File: config.mk
export PLATFORM = sky130hd
export DESIGN_NAME = fifo_burst_reader
export DESIGN_NICKNAME = d
export VERILOG_FILES = /design/src/rtl/fifo_burst_reader.sv
export SDC_FILE = /design/constraint.sdc
export NUM_CORES = 1
export LEC_CHECK = 0
export ABC_AREA = 1
export CAP_MARGIN = 30
export CORE_MARGIN = 1.5
export CORE_UTILIZATION = 48
export CTS_CLUSTER_DIAMETER = 30
export DETAILED_ROUTE_END_ITERATION = 8
export PLACE_DENSITY = 0.88
export SLEW_MARGIN = 20
export SYNTH_ARGS = -nofsm -noshare
export SYNTH_HDL_FRONTEND = slang
export SYNTH_SLANG_ARGS = --single-unit
File: constraint.sdc
create_clock -name clk_i -period 1.48 [get_ports clk_i]
set_input_delay 0.296 -clock clk_i [delete_from_list [all_inputs] [get_ports clk_i]]
set_output_delay 0.296 -clock clk_i [all_outputs]
set_load 0.1 [all_outputs]
File: src/rtl/fifo_burst_reader.sv
// fifo_burst_reader: drains a show-ahead FIFO in fixed-length bursts onto a
// valid/ready stream through a 2-entry skid buffer with registered outputs.
//
// Parameters:
//   DATA_WIDTH   - data word width
//   WORDS_AMOUNT - depth of the upstream FIFO
//   ADDR_WIDTH   - FIFO address width (fill level is ADDR_WIDTH+1 bits)
//   BURST_LEN    - words per full burst, 1..WORDS_AMOUNT
//   TIMEOUT      - idle cycles before a short burst (timeout build only)
//
// Ports:
//   clk_i             - clock
//   rst_i             - synchronous active-high reset
//   fifo_data_i       - FIFO head word, valid while fifo_empty_i is low
//   fifo_empty_i      - FIFO empty flag
//   fifo_used_words_i - FIFO fill level
//   fifo_rd_o         - FIFO read strobe, pops the head on the same edge
//   data_o            - stream data
//   valid_o           - stream valid
//   ready_i           - stream ready
//   last_o            - marks the final word of a burst
//   busy_o            - high while a burst is in progress
//
// Build option: define FIFO_BURST_READER_TIMEOUT_EN to issue a short burst
// of whatever is buffered once the FIFO has sat non-empty but below
// BURST_LEN for TIMEOUT cycles. Without it only full bursts are issued.

module fifo_burst_reader #(
    parameter int DATA_WIDTH   = 8,
    parameter int WORDS_AMOUNT = 8,
    parameter int ADDR_WIDTH   = $clog2(WORDS_AMOUNT),
    parameter int BURST_LEN    = 4,
    parameter int TIMEOUT      = 16
) (
    input  logic                  clk_i,
    input  logic                  rst_i,
    input  logic [DATA_WIDTH-1:0] fifo_data_i,
    input  logic                  fifo_empty_i,
    input  logic [ADDR_WIDTH:0]   fifo_used_words_i,
    output logic                  fifo_rd_o,
    output logic [DATA_WIDTH-1:0] data_o,
    output logic                  valid_o,
    input  logic                  ready_i,
    output logic                  last_o,
    output logic                  busy_o
);

    localparam int CNT_W = ADDR_WIDTH + 1;
    localparam logic [CNT_W-1:0] BURST_LEN_C = CNT_W'(BURST_LEN);

    generate
        if (BURST_LEN < 1 || BURST_LEN > WORDS_AMOUNT || TIMEOUT < 1) begin : g_bad_param
            $error("fifo_burst_reader: illegal BURST_LEN or TIMEOUT");
        end
    endgenerate

    typedef enum logic {
        IDLE  = 1'b0,
        BURST = 1'b1
    } state_t;

    state_t state, state_nxt;

    logic [CNT_W-1:0] word_cnt, word_cnt_nxt;
    logic [CNT_W-1:0] word_cnt_inc;
    logic [CNT_W-1:0] target, target_nxt;

    logic                  rd;
    logic                  rd_last;
    logic                  pop;
    logic [1:0]            occupancy;

    logic                  skid_valid;
    logic                  skid_last;
    logic [DATA_WIDTH-1:0] skid_data;

    assign word_cnt_inc = word_cnt + CNT_W'(1);
    assign rd_last      = (word_cnt_inc == target);
    assign pop          = valid_o && ready_i;
    assign occupancy    = {1'b0, valid_o} + {1'b0, skid_valid};

    // Reset wins even combinationally so the FIFO is never popped on the
    // reset edge; the next burst then starts from the current head.
    assign fifo_rd_o = rd && !rst_i;
    assign busy_o    = (state == BURST);

`ifdef FIFO_BURST_READER_TIMEOUT_EN
    localparam int TO_W = $clog2(TIMEOUT + 1);

    logic [TO_W-1:0] idle_cnt;
    logic            idle_cond;
    logic            idle_hit;

    assign idle_cond = (state == IDLE) && !fifo_empty_i
                       && (fifo_used_words_i < BURST_LEN_C);
    assign idle_hit  = idle_cond && (idle_cnt == TO_W'(TIMEOUT - 1));

    always_ff @(posedge clk_i) begin
        if (rst_i || !idle_cond || idle_hit) begin
            idle_cnt <= '0;
        end else begin
            idle_cnt <= idle_cnt + TO_W'(1);
        end
    end
`endif

    always_ff @(posedge clk_i) begin
        if (rst_i) begin
            state    <= IDLE;
            word_cnt <= '0;
            target   <= '0;
        end else begin
            state    <= state_nxt;
            word_cnt <= word_cnt_nxt;
            target   <= target_nxt;
        end
    end

    always_comb begin
        state_nxt    = state;
        word_cnt_nxt = word_cnt;
        target_nxt   = target;
        rd           = 1'b0;
        unique case (state)
            IDLE: begin
                if (fifo_used_words_i >= BURST_LEN_C) begin
                    state_nxt  = BURST;
                    target_nxt = BURST_LEN_C;
                end
`ifdef FIFO_BURST_READER_TIMEOUT_EN
                else if (idle_hit) begin
                    state_nxt  = BURST;
                    target_nxt = fifo_used_words_i;
                end
`endif
            end
            BURST: begin
                // Registered occupancy only: no path from ready_i.
                rd = !fifo_empty_i && (occupancy < 2'd2);
                if (rd) begin
                    if (rd_last) begin
                        state_nxt    = IDLE;
                        word_cnt_nxt = '0;
                    end else begin
                        word_cnt_nxt = word_cnt_inc;
                    end
                end
            end
            default: begin
                state_nxt = IDLE;
            end
        endcase
    end

    // Output stage is the head of the skid buffer; skid holds the second
    // word. A read is only issued with occupancy < 2, so a push never
    // coincides with a full buffer.
    always_ff @(posedge clk_i) begin
        if (rst_i) begin
            data_o     <= '0;
            valid_o    <= 1'b0;
            last_o     <= 1'b0;
            skid_data  <= '0;
            skid_last  <= 1'b0;
            skid_valid <= 1'b0;
        end else if (!valid_o || pop) begin
            if (skid_valid) begin
                data_o     <= skid_data;
                last_o     <= skid_last;
                valid_o    <= 1'b1;
                skid_valid <= 1'b0;
            end else if (rd) begin
                data_o  <= fifo_data_i;
                last_o  <= rd_last;
                valid_o <= 1'b1;
            end else begin
                valid_o <= 1'b0;
                last_o  <= 1'b0;
            end
        end else if (rd) begin
            skid_data  <= fifo_data_i;
            skid_last  <= rd_last;
            skid_valid <= 1'b1;
        end
    end

endmodule

# After elaboration in Yosys (flattened, before gate mapping)
# Cells that the tools add are included.
dict set report totals {
  register_bits 26
  inputBits 16
  out_inout_bits 12
  elab_cells 41
}
dict set report op_classes {
  addsub 2
  order_cmp 2
  eq_ne 1
  n_mux 12
  bitwise_logic 2
  reduce_logical 13
}
# op count
set ops {}
lappend ops {{2-to-1 mux 8 bit} 2}
lappend ops {{2-to-1 mux 1 bit} 8}
lappend ops {{AND reduction 2 bit} 4}
lappend ops {{adder 4 x 1 -> 4 bit, second input constant} 1}
lappend ops {{equality test 4 x 3 -> 1 bit} 1}
lappend ops {{>= comparator 4 x 3 -> 1 bit, second input constant} 1}
lappend ops {{2-to-1 mux 4 bit} 1}
lappend ops {{logical AND 1 bit} 3}
lappend ops {{zero test 1 bit} 3}
lappend ops {{adder 1 x 1 -> 2 bit} 1}
lappend ops {{< comparator 2 bit, second input constant} 1}
lappend ops {{NOT 1 bit} 2}
lappend ops {{one-hot mux 1 bit (2 select lines)} 1}
lappend ops {{nonzero test 2 bit} 1}
lappend ops {{OR reduction 2 bit} 1}
lappend ops {{logical OR 1 bit} 1}

# Logic depth before layout (Yosys ltp)
dict set report depth {
  depth_word 6
  depth_mapped 7
  depth_no_buf 7
}

# Worst setup path before layout
# No wires, ideal clock.
dict set report synth_path {
  path_kind {reg2out}
  start {reg state (netlist: busy_o)}
  end {out fifo_rd_o}
  arrival_ps 2581
  required_ps 1184
  path_slack_ps -1397
  stages_incl_launch_ff 3
  n_path_buf 0
  path_cell_list {dfxtp_1 > nand3_4 > nor2_1}
}
dict set report synth_via {
  elab_chain_len 2
}
# element line_no
set synth_rtl {}
lappend synth_rtl {{start: declaration} 62} ;# state_t state, state_nxt;
lappend synth_rtl {{start signal: assignment} 113} ;# state <= state_nxt;
lappend synth_rtl {{2-to-1 mux 1 bit} 124} ;# unique case (state)
lappend synth_rtl {{logical AND 1 bit} 84} ;# assign fifo_rd_o = rd && !rst_i;
lappend synth_rtl {{end: declaration} 40} ;# output logic fifo_rd_o,
# Every way passes these cells.

# Worst setup path after layout
dict set report layout_path {
  start {reg valid_o}
  end {out fifo_rd_o}
}
dict set report layout_via {
  elab_chain_len 5
}
# element line_no
set layout_rtl {}
lappend layout_rtl {{start: declaration} 42} ;# output logic valid_o,
lappend layout_rtl {{start signal: assignment} 161} ;# valid_o <= 1'b0;
lappend layout_rtl {{start signal: assignment} 170} ;# valid_o <= 1'b1;
lappend layout_rtl {{start signal: assignment} 175} ;# valid_o <= 1'b1;
lappend layout_rtl {{adder 1 x 1 -> 2 bit} 80} ;# assign occupancy = {1'b0, valid_o} + {1'b0, skid_valid};
lappend layout_rtl {{< comparator 2 bit} 139} ;# rd = !fifo_empty_i && (occupancy < 2'd2);
lappend layout_rtl {{logical AND 1 bit} 139}
lappend layout_rtl {{2-to-1 mux 1 bit} 124}
lappend layout_rtl {{logical AND 1 bit} 84}
# Every way passes these cells.

==> flow_summary.json <==
{
  "worstSetupStartpointType": "flip-flop",
  "routabilityCongestion": 0.7635,
  "hold_path_class": "in -> reg",
  "fin_crit_sh_pct": 97.53,
  "cts_tree": "built",
  "antenna_cells": 0,
  "drc_errors": 0,
  "finClkSkew_ns": 0.009731,
  "rows": 17,
  "wl_um": 2842,
  "worst_slew_pin_slew_ns": 0.4368,
  "portBuffers": 25,
  "crit_arrival_ns": 1.15,
  "die_h_um": 52.48,
  "drt-pass1-iter-count": 4,
  "finalSetupViolCount": 0,
  "drt-vias-per-instance": 5.381,
  "synth_compound_area_share_pct": 13.74,
  "start_util_pct": 52.11,
  "yosysSeqAreaShare_pct": 44.30,
  "fmax_ghz": 0.6928,
  "cts.path.max_buffers": 2,
  "synth_top_family_by_area": "simple AND/OR/NAND/NOR gates",
  "critical_path_required_ns": 1.18,
  "syn_area_per_cell_um2": 7.629,
  "powerDensity_nw_per_um2": 866.9,
  "cts_sinks": 26,
  "worstReg2RegStart": "valid_o$_SDFFE_PP0N_",
  "clk_pin_slew_ns": 0.13,
  "use_met3_pct": 2.857,
  "rsz0062_at_grt": "true",
  "grt_max_degree": 15,
  "synth-simple-area-share_pct": 31.63,
  "synth_async_sr_flop_share_pct": 0,
  "netlist_area_um2": 1175,
  "ys_types": 25,
  "crit_chain": "nand2_4 -> nand3_4 -> nor2_4 -> buf_12",
  "dp_hpwl_um": 2188,
  "dr_total_vias": 1157,
  "synthToLayoutAreaGrowth_pct": 44.94,
  "path_delay_family": "flip-flops",
  "ir_drop_mv": 0.8578,
  "root_buffer": "clkbuf_4",
  "worstPathBufferInverterCount": 1,
  "grt_pass1_wl_um": 5023,
  "io_pins": 28,
  "grt-busiest-layer": "met2",
  "worst_slack_ns": 0.03658,
  "synth_edf_count": 0,
  "maxCapViolCount": 0,
  "use_met1_pct": 26.95,
  "h-tree-depth": 1,
  "crit_start": "valid_o$_SDFFE_PP0N_",
  "synth_fa_ha_area_share_pct": 1.065,
  "place_ws_ns": -0.1455,
  "critPathCaptureType": "primary output",
  "cpMaxStageDelayCell": "dfxtp_4",
  "core_um2": 2255,
  "cts.hold.buffers_added": 0,
  "slew_headroom_pct": 70.85,
  "die_area_um2": 2754,
  "grt_pass1_vias": 1162,
  "die_x_um": 52.48,
  "holdCritStartpoint": "rst_i",
  "ys.flop_type": "dfxtp_1",
  "synth_xor_area_share_pct": 1.491,
  "maxSlewViolCount": 0,
  "postSynthCellCount": 154,
  "grt_overflow": 0,
  "hold_viol_final": 0,
  "synth_nets": 171,
  "wire_per_inst_um": 13.22,
  "nNetsFinal": 205,
  "cts_buffers": 3,
  "met2_usage_pct": 45.63,
  "ys_ff_latch": 26,
  "yosysWarnings": 0,
  "utilization_pct": 75.53,
  "drtIter0Drc": 28,
  "critical_path_peak_fanout": 3,
  "drive_gt1_share_pct": 21.93,
  "muxShareOfSynthArea_pct": 0,
  "leakagePower_nw": 0.7605,
  "antenna_found_initial": 0,
  "clock_latency_ns": 0.32,
  "track_usage_pct": 24.25,
  "crit_type": "reg -> out",
  "period_minus_slack_ns": 1.443,
  "outcome": "finished clean",
  "slowest_delay_ns": 0.39,
  "route.antenna.remaining_nets": 0
}
-- routing by layer --
layer,share of wire (%),wire (µm),vias to the layer above
met3,3.3,94,4
met2,55,1567,41
met1,40,1145,550
met5,0,0,-
met4,1.2,35,0
li1,-,-,562
-- registers in the layout, summed over array words and instances (netlist names) --
| register | count |
|---|---|
| skid_valid | 1 |
| data_o | 8 |
| valid_o | 1 |
| busy_o | 1 |
| target | 1 |
| last_o | 1 |
| word_cnt | 4 |
| skid_data | 8 |
| skid_last | 1 |
-- synthesized netlist by cell type (2+ instances only) --
master	n	area share, %
nand2_4	2	1.9
o21ai_0	10	4.3
inv_2	2	0.64
nand3_1	11	4.7
nand2_1	34	11
o21ai_1	4	1.7
nor2_1	23	7.3
o21ai_2	2	1.5
dfxtp_1	26	44
nor2_8	2	3.4
nor3_1	2	0.85
a21oi_1	13	5.5
inv_1	11	3.5
-- cells in the final DEF, fill, tap and decap left out, types with 2 or more instances in the layout --
| master | count |
|---|---|
| clkbuf_4 | 3 |
| a21oi_1 | 13 |
| nor3_1 | 2 |
| nand2_4 | 3 |
| o21ai_0 | 9 |
| nand2_1 | 34 |
| nor2_1 | 22 |
| inv_2 | 3 |
| buf_4 | 5 |
| dfxtp_4 | 2 |
| o21ai_2 | 2 |
| buf_12 | 15 |
| clkdlybuf4s50_1 | 11 |
| nand3_1 | 11 |
| o21ai_1 | 5 |
| inv_1 | 10 |
| nor2_8 | 2 |
| dfxtp_1 | 23 |
-- where the power goes --
group,leakage (nW),internal [mW],total [mW],switching (mW)
sequential,0.213,0.727,0.758,0.0311
combinational,0.526,0.142,0.357,0.215
clock,0.0210,0.150,0.361,0.210
total,0.761,1.02,1.48,0.456
-- worst paths after layout --
path                          endpoint  slack [ns]  depth (start not counted)
min reg2reg     data_o[1]$_SDFFE_PP0P_        0.51                          2
max                          fifo_rd_o        0.04                          4
min             target[2]$_SDFFE_PP0P_        0.43                          2
max reg2reg  skid_data[3]$_SDFFE_PP0P_        0.15                          8
-- stage by stage --
step	hold WS (ns)	std cells	setup TNS (ns)	cell area, µm²	total power, mW
finish	0.4265	215	0	1703	1.476
CTS	0.4191	215	0	1694	1.474
global route	0.3938	215	-0.02479	1703	1.537
floorplan	0.3957	154	-0.09028	1190	0.9724
global placement	0.4766	210	-0.8611	1652	1.113
detailed placement	0.4904	210	-2.216	1652	1.127
-- cells by family (layout without fill, tap and decap cells) --
logic type | after synthesis | after routing
simple gates | 77 | 77
compound gates | 30 | 30
flops | 26 | 26
buf+inv | 18 | 51
xor+xnor | 2 | 2
fa+ha+maj | 1 | 1
-- layout make-up --
class	instances	area [µm²]
well taps	28	35.03
multi-input cells	110	575.6
clock buffers	4	36.28
fillers	155	551.8
repair buffers	33	469.2
inverters	14	57.56
flip-flops and latches	26	529.3
-- what timing repair did --
| item | CTS | global route |
|---|---|---|
| buffers inserted | 1 | 0 |
| pin swaps | 2 | 3 |
| setup endpoints to repair | 1 | 2 |
| gates resized for setup | 1 | 5 |
Power figures use the tool's default switching activity.
